$ cat src/rtl/dmem_pkg.sv
// rtl/dmem_pkg.sv - shared types and constants for the data-memory arbiter
package dmem_pkg;

  typedef enum logic [1:0] {
    IDLE  = 2'd0,
    ISSUE = 2'd1,
    WAIT  = 2'd2,
    RESP  = 2'd3
  } state_t;

  localparam logic PORT_D = 1'b0;
  localparam logic PORT_F = 1'b1;

  // Y86 status codes raised downstream from d_err/f_err
  localparam logic [2:0] AOK = 3'd1;
  localparam logic [2:0] HLT = 3'd2;
  localparam logic [2:0] ADR = 3'd3;
  localparam logic [2:0] INS = 3'd4;

  // Full-width compare so that large addresses never alias into the RAM
  function automatic logic addr_out_of_range(input logic [63:0] addr, input int words);
    return addr >= 64'(words);
  endfunction

endpackage

$ cat src/rtl/dmem_grant_sel.sv
// rtl/dmem_grant_sel.sv - data-priority winner select with fetch starvation guard
module dmem_grant_sel
  import dmem_pkg::*;
#(
  parameter int STARVE_MAX = 4
) (
  input  logic clk,
  input  logic reset,
  input  logic d_req,
  input  logic f_req,
  input  logic grant_fire,
  input  logic grant_port,
  output logic grant_port_next
);

  logic [3:0] starve_cnt;

  always_comb begin
    grant_port_next = PORT_D;
    if (f_req && (!d_req || starve_cnt == 4'(STARVE_MAX))) begin
      grant_port_next = PORT_F;
    end
  end

  // Only data grants that actually held off a waiting fetch count toward starvation
  always_ff @(posedge clk) begin
    if (reset) begin
      starve_cnt <= 4'd0;
    end else if (grant_fire) begin
      if (grant_port == PORT_F || !f_req) begin
        starve_cnt <= 4'd0;
      end else begin
        starve_cnt <= starve_cnt + 4'd1;
      end
    end
  end

endmodule

$ cat src/rtl/dmem_arbiter.sv
// rtl/dmem_arbiter.sv - shares one fixed-latency 64-bit RAM between fetch and memory stages
module dmem_arbiter
  import dmem_pkg::*;
#(
  parameter int MEM_WORDS  = 8192,
  parameter int MEM_LAT    = 1,
  parameter int STARVE_MAX = 4,
  localparam int AW = $clog2(MEM_WORDS)
) (
  input  logic          clk,
  input  logic          reset,
  input  logic          d_req,
  input  logic          d_we,
  input  logic [63:0]   d_addr,
  input  logic [63:0]   d_wdata,
  output logic          d_ack,
  output logic [63:0]   d_rdata,
  output logic          d_err,
  input  logic          f_req,
  input  logic [63:0]   f_addr,
  output logic          f_ack,
  output logic [63:0]   f_rdata,
  output logic          f_err,
  output logic          mem_en,
  output logic          mem_we,
  output logic [AW-1:0] mem_addr,
  output logic [63:0]   mem_wdata,
  input  logic [63:0]   mem_rdata
);

  state_t        state, state_next;
  logic          lat_port, lat_we, lat_err;
  logic [AW-1:0] lat_addr;
  logic [63:0]   lat_wdata;
  logic [3:0]    wait_cnt;
  logic [63:0]   d_rdata_q, f_rdata_q;
  logic          d_err_q, f_err_q;

  logic          grant_fire, grant_port_next, sel_err;
  logic [63:0]   sel_addr, resp_rdata;

  assign grant_fire = (state == IDLE) && (d_req || f_req);
  assign sel_addr   = (grant_port_next == PORT_F) ? f_addr : d_addr;
  assign sel_err    = addr_out_of_range(sel_addr, MEM_WORDS);

  dmem_grant_sel #(
    .STARVE_MAX(STARVE_MAX)
  ) u_grant_sel (
    .clk            (clk),
    .reset          (reset),
    .d_req          (d_req),
    .f_req          (f_req),
    .grant_fire     (grant_fire),
    .grant_port     (grant_port_next),
    .grant_port_next(grant_port_next)
  );

  always_ff @(posedge clk) begin
    if (reset) begin
      state     <= IDLE;
      lat_port  <= PORT_D;
      lat_we    <= 1'b0;
      lat_err   <= 1'b0;
      lat_addr  <= '0;
      lat_wdata <= '0;
      wait_cnt  <= 4'd0;
      d_rdata_q <= '0;
      f_rdata_q <= '0;
      d_err_q   <= 1'b0;
      f_err_q   <= 1'b0;
    end else begin
      state <= state_next;
      if (grant_fire) begin
        lat_port  <= grant_port_next;
        lat_we    <= (grant_port_next == PORT_D) && d_we;
        lat_err   <= sel_err;
        lat_addr  <= sel_addr[AW-1:0];
        lat_wdata <= (grant_port_next == PORT_D) ? d_wdata : 64'd0;
      end
      if (state == ISSUE) begin
        wait_cnt <= 4'(MEM_LAT - 1);
      end else if (state == WAIT) begin
        wait_cnt <= wait_cnt - 4'd1;
      end
      // Hold the last response so rdata/err stay stable between acks
      if (state == RESP) begin
        if (lat_port == PORT_D) begin
          d_rdata_q <= resp_rdata;
          d_err_q   <= lat_err;
        end else begin
          f_rdata_q <= resp_rdata;
          f_err_q   <= lat_err;
        end
      end
    end
  end

  always_comb begin
    state_next = state;
    case (state)
      IDLE:    if (grant_fire) state_next = sel_err ? RESP : ISSUE;
      ISSUE:   state_next = (MEM_LAT == 1) ? RESP : WAIT;
      WAIT:    if (wait_cnt <= 4'd1) state_next = RESP;
      RESP:    state_next = IDLE;
      default: state_next = IDLE;
    endcase
  end

  always_comb begin
    resp_rdata = (lat_we || lat_err) ? 64'd0 : mem_rdata;
    d_ack      = (state == RESP) && (lat_port == PORT_D);
    f_ack      = (state == RESP) && (lat_port == PORT_F);
    d_rdata    = d_ack ? resp_rdata : d_rdata_q;
    f_rdata    = f_ack ? resp_rdata : f_rdata_q;
    d_err      = d_ack ? lat_err : d_err_q;
    f_err      = f_ack ? lat_err : f_err_q;
    mem_en     = (state == ISSUE);
    mem_we     = (state == ISSUE) && lat_we;
    mem_addr   = lat_addr;
    mem_wdata  = lat_wdata;
  end

endmodule

$ cat config.mk
export PLATFORM = sky130hd
export DESIGN_NAME = dmem_arbiter
export DESIGN_NICKNAME = d
export VERILOG_FILES = /design/src/rtl/dmem_pkg.sv /design/src/rtl/dmem_grant_sel.sv /design/src/rtl/dmem_arbiter.sv
export SDC_FILE = /design/constraint.sdc
export NUM_CORES = 1
export LEC_CHECK = 0
export ABC_CLOCK_PERIOD_IN_PS = 4100
export CAP_MARGIN = 20
export CORE_AREA = 2 2 184 186
export CTS_BUF_LIST = sky130_fd_sc_hd__clkbuf_4 sky130_fd_sc_hd__clkbuf_8
export CTS_CLUSTER_SIZE = 20
export DETAILED_ROUTE_END_ITERATION = 8
export DIE_AREA = 0 0 186 188
export PLACE_DENSITY = 0.63
export SYNTH_ARGS = -nofsm -noshare
export SYNTH_HDL_FRONTEND = slang
export SYNTH_HIERARCHICAL = 1
export SYNTH_SLANG_ARGS = --single-unit
$ cat constraint.sdc
create_clock -name clk -period 4.1 [get_ports clk]
set_input_delay 0.41 -clock clk [delete_from_list [all_inputs] [get_ports clk]]
set_output_delay 0.41 -clock clk [all_outputs]
set_load 0.02 [all_outputs]
==> impl_metrics.csv <==
group,metric,value,unit
setup_path,cpPeakStageDelay,660,ps
timing,rsz0062_at_grt,"no",
synthesis,synth_edf_count,0,
synthesis,synth_seq_area_share,0.490,
outcome,status,"completed",
floorplan,die_w,186,microns
setup_path,worst_setup_path_end_kind,"output pin",
pwr,combPwrFrac,0.326,
hold_path,min-delay-start,"reset",
synthesis,avgSynthCellArea,8.23,sq um
timing,setup-violations-final,0,
job,max_cap_violations,0,
pwr,p_int,4.67,mW
routing,first_pass_iters,4,
routing,wl_per_cell,16.4,microns
pwr,p_total,6.96,mW
finish,drive_gt1_frac,0.0615,
synthesis,synth_commonest_cells,"220 x dfxtp_1, 203 x nand2_1, 131 x nor2b_1",
synthesis,synth.most_common_cell,"dfxtp_1",
clock_network,clkSlewWorstSetupHoldPaths,50,ps
timing,final_hold_viol_count,0,
setup_path,worstPathArrival,2890,ps
routing,routed_wl,32900,microns
clock_network,clockBufferDepth,3,
clock_network,insertion_delay,550,ps
placement,portBuffers,471,
setup_path,path_class,"reg -> out",
synthesis,synthCells,1092,
synthesis,syn_nets,1361,
synthesis,netlist_area,0.00899,sq mm
clock_network,cts_root_buf,"clkbuf_8",
routing,vias,9062,
finish,area_growth,66.4,%
global_routing,antenna_found_initial,1,
synthesis,synth.top_cells.by_area,"dfxtp_1 49%, nor2b_1 9.1%, nand2_1 8.5%",
pwr,swShare,0.330,
clock_network,ctsHoldBuffers,0,
pwr,cellLeakagePower,5.43,nW
clock_network,cts_tree,"done",
routing,drc,0,
timing,max_freq,0.303,GHz
finish,fin_cells,2010,
pwr,p_sw,2.30,mW
floorplan,start_util,0.271,
setup_path,cp.required,3690,ps
setup_path,crit_chain,"ha_1, nand2_4, buf_4, nand2_1, o21ai_1, clkdlybuf4s50_1",
global_routing,grt_pass1_wl,49200,microns
synthesis,synth-seq-cells,220,
placement,placedCellCount,1937,
timing,finClkSkew,25.0,ps
finish,fin_nets,1802,
clock_network,cts_setup_buffers,0,
setup_path,r2r-end,"state[1]",
setup_path,r2r_start,"u_grant_sel/starve_cnt[0]",
finish,fin_area,0.0150,sq mm
global_routing,grt_max_degree,132,
floorplan,ioPinCount,472,
synthesis,synth_top_area_frac,0.490,
hold_path,hold_end,"f_rdata_q[14]",
timing,worstMarginPinSlew,999,ps
global_routing,overflow,0,
timing,whs,442,ps
timing,slew_violations,0,
hold_path,hold_path_class,"in -> reg",
timing,fin_tns_setup,0,ps
floorplan,fp.dieH,188,microns
synthesis,ys_async_sr_fraction,0,
setup_path,cp_slowest_cell,"clkdlybuf4s50_1",
pwr,ir_drop,0.000269,V
hold_path,holdPathStages,2,
placement,gp_congestion,0.837,
clock_network,clock_sinks,220,
floorplan,rows,67,
setup_path,path_max_fanout,49,
routing,first_iter_violations,360,
setup_path,cp-start-kind,"flip-flop",
timing,maxSlewHeadroom,0.334,
pwr,pwr-share-seq,0.353,
clock_network,cts_resized,0,
timing,min_period,3300,ps
placement,placed_area,0.0141,sq mm
floorplan,dieArea,0.0350,sq mm
global_routing,track_usage,0.181,
clock_network,numCtsBuffers,42,
setup_path,rrSetupSlack,1660,ps
setup_path,ff2ff_path_depth,10,
synthesis,synth_cell_types,37,
synthesis,ys_warn_count,6,
timing,final.period_utilization,0.805,
pwr,p_clk_frac,0.321,
global_routing,grt_pass1_vias,9012,
pwr,power_density,466,mW/mm^2
routing,vias_per_cell,4.51,
clock_network,htree_levels,2,
synthesis,synthFlopType,"dfxtp_1",
floorplan,core_area,0.0331,sq mm
routing,postRouteAntennaNets,0,
synthesis,synth_top_cell_by_area,"dfxtp_1",
placement,dpl.hpwl,24200,microns
power by group through the flow:
stage | sequential (mW) | clock [mW] | combinational, mW
2_1_floorplan | 2.63 | 0 | 1.09
3_3_place_gp | 2.50 | 0 | 2.28
3_5_place_dp | 2.51 | 0 | 2.29
4_1_cts | 2.46 | 2.32 | 2.30
5_1_grt | 2.48 | 2.40 | 2.46
6_report | 2.46 | 2.23 | 2.27
sequential cells by signal, summed over array words and instances, names as in the netlist:
signal                  flops
mem_wdata                  64
u_grant_sel/starve_cnt      4
state                       2
lat_err                     1
mem_addr                   13
d_err_q                     1
f_err_q                     1
f_rdata_q                  64
d_rdata_q                  64
wait_cnt                    4
lat_we                      1
lat_port                    1
metrics by stage:
stage / util / setup WS (ps)
global placement: 0.425 / 1310
global route: 0.452 / 560
finish: 0.452 / 799
floorplan: - / 2150
CTS: 0.452 / 720
detailed placement: 0.425 / 1300
worst max path at each step:
stage	end	start	slack, ps	cells past startpoint
floorplan	state[1]	u_grant_sel/starve_cnt[0]	2150	10
global placement	state[1]	f_req	1310	7
detailed placement	state[1]	f_req	1300	7
CTS	f_rdata[13]	state[0]	720	6
global route	f_rdata[13]	state[0]	560	6
finish	f_rdata[13]	state[0]	800	6
cells by family (layout without fill, tap and decap cells):
family          Yosys count  in the layout  synth area share
simple gates            532            532             0.302
flops                   220            220             0.490
compound gates          217            217             0.128
buf+inv                  93            562            0.0448
mux                      16             16            0.0181
fa+ha+maj                 8              8            0.0111
xor+xnor                  6              6           0.00585
other cells               0              1                 0
layer usage:
metal,track usage,up-vias,routed length (microns)
met4,0.0839,0,1450
met5,0,-,0
met3,0.0612,76,2940
met2,0.326,359,16200
li1,-,4550,-
met1,0.189,4077,12300
placed cells by master, fill, tap and decap left out, types with 2 or more instances in the layout:
cell type / n
clkinvlp_4: 2
o22ai_2: 2
dfxtp_1: 220
xnor2_1: 3
mux2i_1: 14
a211oi_1: 14
buf_4: 5
inv_1: 7
nand2_1: 202
inv_2: 2
nor2_1: 88
nor3b_1: 65
mux2_1: 2
nor4_2: 2
nand4_1: 7
o21ai_1: 129
clkdlybuf4s50_1: 470
xor2_1: 3
nor3_1: 7
clkbuf_8: 55
ha_1: 8
a21oi_1: 66
buf_12: 5
nor4b_1: 3
nor4_1: 19
clkinv_2: 3
nor2b_1: 131
clkbuf_4: 11
area by class of cell:
class	count	area [sq um]
multi-input combinational	779	4220
clock buffer	66	840
timing repair buffer	481	4850
clock inverter	6	41.3
sequential	220	4400
tap	448	561
antenna	1	2.50
inverter	9	33.8
fill	3261	18200
worst max-delay path, delay by kind of cell, from the launching register on:
family,cells,cell delay [ps]
flip-flops,1,330
AO/OA/AOI/OAI,1,120
adder cells (fa/ha/maj),1,290
buffers and inverters,2,1080
AND/OR/NAND/NOR,2,520
No activity file was read; power rests on OpenSTA's default activity.
